$ cat src/rtl/jt49_bus_regs.sv
// YM2149 PSG register file and BDIR/BC1 bus front end.
// Define JT49_FULL_READBACK_EN for full 8-bit readback of R0-R13 (YM2149); otherwise reads are masked (AY-3-8910).
module jt49_bus_regs #(
  parameter logic [3:0] CHIP_ADDR = 4'd0
) (
  input  logic        clk,
  input  logic        rst_n,
  input  logic        bdir,
  input  logic        bc1,
  input  logic [7:0]  din,
  output logic [7:0]  dout,
  input  logic [7:0]  io_a_in,
  input  logic [7:0]  io_b_in,
  output logic [7:0]  io_a_out,
  output logic [7:0]  io_b_out,
  output logic [11:0] period_a,
  output logic [11:0] period_b,
  output logic [11:0] period_c,
  output logic [4:0]  noise_period,
  output logic [7:0]  mixer,
  output logic [4:0]  vol_a,
  output logic [4:0]  vol_b,
  output logic [4:0]  vol_c,
  output logic [15:0] env_period,
  output logic [3:0]  env_shape,
  output logic        env_restart
);

  typedef enum logic [1:0] {
    ST_IDLE  = 2'b00,
    ST_READ  = 2'b01,
    ST_WRITE = 2'b10,
    ST_LATCH = 2'b11
  } bus_st_e;

  bus_st_e    bus_st;
  bus_st_e    prev_st_q, prev_st_d;
  logic [3:0] addr_q, addr_d;
  logic       sel_q, sel_d;
  logic [7:0] dout_q, dout_d;
  logic       env_restart_q, env_restart_d;
  logic [7:0] raw_q [16];
  logic [7:0] raw_d [16];
  logic [7:0] rd_val;
  logic       entry;

  assign bus_st = bus_st_e'({bdir, bc1});
  assign entry  = (bus_st != prev_st_q);

  // Ports R14/R15 read the pins when configured as inputs (mixer bit clear).
  always_comb begin
    rd_val = raw_q[addr_q];
    case (addr_q)
      4'd14: rd_val = raw_q[7][6] ? raw_q[14] : io_a_in;
      4'd15: rd_val = raw_q[7][7] ? raw_q[15] : io_b_in;
`ifdef JT49_FULL_READBACK_EN
      default: rd_val = raw_q[addr_q];
`else
      4'd1, 4'd3, 4'd5, 4'd13: rd_val = {4'h0, raw_q[addr_q][3:0]};
      4'd6, 4'd8, 4'd9, 4'd10: rd_val = {3'h0, raw_q[addr_q][4:0]};
      default: rd_val = raw_q[addr_q];
`endif
    endcase
  end

  always_comb begin
    prev_st_d     = bus_st;
    addr_d        = addr_q;
    sel_d         = sel_q;
    raw_d         = raw_q;
    env_restart_d = 1'b0;
    dout_d        = (bus_st == ST_READ && sel_q) ? rd_val : 8'hFF;
    if (entry && bus_st == ST_LATCH) begin
      if (din[7:4] == CHIP_ADDR) begin
        addr_d = din[3:0];
        sel_d  = 1'b1;
      end else begin
        sel_d  = 1'b0;
      end
    end
    if (entry && bus_st == ST_WRITE && sel_q) begin
      raw_d[addr_q] = din;
      env_restart_d = (addr_q == 4'd13);
    end
  end

  always_ff @(posedge clk or negedge rst_n) begin
    if (!rst_n) begin
      prev_st_q     <= ST_IDLE;
      addr_q        <= 4'd0;
      sel_q         <= 1'b1;
      dout_q        <= 8'hFF;
      env_restart_q <= 1'b0;
      for (int i = 0; i < 16; i++) raw_q[i] <= 8'h00;
    end else begin
      prev_st_q     <= prev_st_d;
      addr_q        <= addr_d;
      sel_q         <= sel_d;
      dout_q        <= dout_d;
      env_restart_q <= env_restart_d;
      for (int i = 0; i < 16; i++) raw_q[i] <= raw_d[i];
    end
  end

  assign dout         = dout_q;
  assign env_restart  = env_restart_q;
  assign period_a     = {raw_q[1][3:0], raw_q[0]};
  assign period_b     = {raw_q[3][3:0], raw_q[2]};
  assign period_c     = {raw_q[5][3:0], raw_q[4]};
  assign noise_period = raw_q[6][4:0];
  assign mixer        = raw_q[7];
  assign vol_a        = raw_q[8][4:0];
  assign vol_b        = raw_q[9][4:0];
  assign vol_c        = raw_q[10][4:0];
  assign env_period   = {raw_q[12], raw_q[11]};
  assign env_shape    = raw_q[13][3:0];
  assign io_a_out     = raw_q[14];
  assign io_b_out     = raw_q[15];

endmodule

$ cat config.mk
export PLATFORM = sky130hd
export DESIGN_NAME = jt49_bus_regs
export DESIGN_NICKNAME = d
export VERILOG_FILES = /design/src/rtl/jt49_bus_regs.sv
export SDC_FILE = /design/constraint.sdc
export NUM_CORES = 1
export LEC_CHECK = 0
export ABC_CLOCK_PERIOD_IN_PS = 1800
export BUFFER_PORTS_ARGS = -buffer_cell sky130_fd_sc_hd__buf_2
export CAP_MARGIN = 5
export CORE_UTILIZATION = 49
export DETAILED_ROUTE_END_ITERATION = 7
export GPL_ROUTABILITY_DRIVEN = 0
export PLACE_DENSITY = 0.81
export REMOVE_ABC_BUFFERS = 1
export SETUP_SLACK_MARGIN = 0.02
export SLEW_MARGIN = 20
export SYNTH_ARGS = -nofsm -noshare
export SYNTH_HDL_FRONTEND = slang
export SYNTH_SLANG_ARGS = --single-unit
export TNS_END_PERCENT = 30
$ cat constraint.sdc
create_clock -name clk -period 1.8 [get_ports clk]
set_input_delay 0.09 -clock clk [delete_from_list [all_inputs] [get_ports clk]]
set_output_delay 0.09 -clock clk [all_outputs]
set_load 0.1 [all_outputs]
==> out/metrics.cfg <==
[cells_and_area]
finalCoreUtilization_pct=61.9
layout.nets=605
syn2layout_area_growth_pct=21.7
final_area_sq_um=7560
drive_gt1_share_pct=64.2
antenna_cells=0
mostFrequentLayoutCell=buf_2
most-common-layout-cells=buf_2 (135), dfrtp_1 (106), mux2_2 (87), buf_4 (32), mux2_4 (26)

[synthesis]
synth-seq-cells=116
syn_avg_cell_area_sq_um=12.6
ys_seq_area_share_pct=46.9
async_reset_ff_share_pct=100
ys.flop_type=dfrtp_1
yosys_warnings=0
synth_edf_count=0
syn_inst=494
syn_area_sq_um=6220
synth_cell_types=45

[status]
violations=negative setup slack
status=finished, violations left

[critical_path]
crit_start=sel_q
crit_path_max_fanout=4
end_kind=register
rr_startpoint=sel_q
cp.required_ns=2.10
worstPathArrival_ns=2.17
r2r_setup_slack_ns=-0.07
crit_type=register to register
startpoint_type=register

[placed_design]
dp_hpwl_microns=11100
io_buffers=136
placed_cell_area_sq_um=6660

[sta]
setup_ws_ns=-0.0736
maxSlewHeadroom_pct=65.8
rsz0062_at_grt=true
clock.fmax_mhz=534
slew_violations=0
finalSetupViolations=38
finalHoldViolations=0
fin_skew_ns=0.00844
tightest_slew_ns=0.512
finalCritPeriodShare_pct=104
min_period_ns=1.87

[die]
dieArea_sq_um=13100
fp-row-count=40
io_pins=137
coreArea_sq_um=12200
chipHeight_microns=115
fp.dieW_microns=115
start_util_pct=50.9

[cts]
clock_latency_ns=0.42
cts.clk_slew.worst_paths_ns=0.06
cts-htree-levels=4
cts_buffers=17
cts_buffer_depth=2
clockRootBuffer=clkbuf_16
cts_num_sinks=116
cts_tree=built

[routing]
vias_per_cell=5.52
vias=4182
drtIter0Drc=147
drc=0
drt-total-wl_microns=16000
wl_per_cell_microns=21.2
dr.pass1.iters=5
ant_nets=0

[global_routing]
grt_pass1_vias=4228
grt_overflow=0
grt_pass1_wl_microns=23600
grt_use_total_pct=24.8
grt_start_max_net_pins=39
antenna_found_initial=0

[worst_hold_path]
min_from=din[6]
hold_class=input port to register

[power]
p_leak_nw=3.80
power_density_nw_per_um2=989
peakVddDrop_v=0.000575

[run]
drv_cap=0

## repair_timing
action	CTS	global route
pin swaps	5	11
buffers inserted	1	8
setup endpoints to repair	76	98
resized for setup	13	50
hold endpoints to repair	32	0
hold buffers	3	0
## registers in the layout (all words and copies together), names as in the netlist
name          count
dout              8
env_period       16
addr_q            4
io_a_out          8
period_a         12
vol_c             5
mixer             8
env_shape         4
env_restart       1
period_b         12
period_c         12
noise_period      5
vol_b             5
prev_st_q         2
io_b_out          8
sel_q             1
vol_a             5
## cell families (layout without fill, tap and decap cells)
group           count (synthesis)  in the layout  share of synthesized area (%)
simple gates                   79             79                           8.51
buf+inv                       124            220                           13.9
flops                         116            116                           46.9
mux                           142            142                           26.9
compound gates                 33             33                           3.72
## path summary, 6_finish.rpt
| kind | endpoint | cells after the start |
|---|---|---|
| worst min-delay path | period_b[6] | 2 |
| min in group asynchronous | prev_st_q[0] | 2 |
| worst max register to register | period_b[10] | 6 |
| max in group asynchronous | dout[3] | 3 |
| worst min register to register | io_b_out[6] | 1 |
| worst max-delay path | period_b[10] | 6 |
## worst max-delay path, cell delays in order (launching register included)
cell,delay [ns]
dfstp_2,0.53
and3b_2,0.22
buf_4,0.15
nand2_8,0.07
nor4_4,0.26
buf_4,0.18
mux2_2,0.34
## per-stage QoR
step           hold WS [ns]  cells  total power [mW]  setup slack [ns]  TNS, ns
2_1_floorplan        -0.206    370              3.83            -0.687   -52.17
3_3_place_gp         0.0630    714              4.30           -0.0601   -0.419
3_5_place_dp         0.0670    714              4.33            -0.119    -1.68
4_1_cts              0.0591    750              7.45           -0.0342   -0.426
5_1_grt              0.0849    758              7.71            -0.128    -4.08
6_report             0.0717    758              7.48           -0.0736    -1.33
## where the power goes
group          internal (mW)  total, mW  switching, mW  leakage (nW)
registers               2.71       2.82          0.105          1.57
logic                  0.438       1.55           1.11          1.95
clock network           2.00       3.11           1.11         0.280
## synthesized netlist by cell type, types with 3 or more instances
| library cell | count | area [sq um] |
|---|---|---|
| mux2_2 | 113 | 1270 |
| dfrtp_1 | 107 | 2680 |
| buf_4 | 101 | 758 |
| mux2i_1 | 20 | 200 |
| nand2_1 | 15 | 56.3 |
| clkbuf_1 | 14 | 52.6 |
| nor2_1 | 13 | 48.8 |
| o21ai_0 | 11 | 55.1 |
| nor2_2 | 10 | 62.6 |
| dfstp_2 | 9 | 236 |
| mux4_2 | 9 | 203 |
| buf_2 | 6 | 30.0 |
| a22o_1 | 5 | 43.8 |
| nor3_4 | 5 | 81.3 |
| nor4_1 | 5 | 31.3 |
| a221oi_1 | 4 | 35.0 |
| nand3_1 | 4 | 20.0 |
| nand3b_1 | 4 | 30.0 |
| o22ai_1 | 4 | 25.0 |
| nand2b_1 | 3 | 18.8 |
| nand4_1 | 3 | 18.8 |
| nor2b_1 | 3 | 18.8 |
## per-layer routing
| layer | vias up | track usage (%) | part of all wire, % |
|---|---|---|---|
| met4 | 0 | 10.4 | 2.5 |
| met1 | 2164 | 31.7 | 42 |
| met5 | - | 0 | 0 |
| met2 | 155 | 40.8 | 50 |
| li1 | 1831 | - | - |
| met3 | 32 | 5.51 | 5.5 |
## layout make-up
type / count / area, sq um
Clock buffer: 28 / 537
Clock inverter: 4 / 20.0
Fill cell: 958 / 4650
Multi-Input combinational cell: 254 / 2660
Sequential cell: 116 / 2920
Tap cell: 168 / 210
Timing Repair Buffer: 188 / 1230
Note: power is estimated with default switching activity, not from simulation.
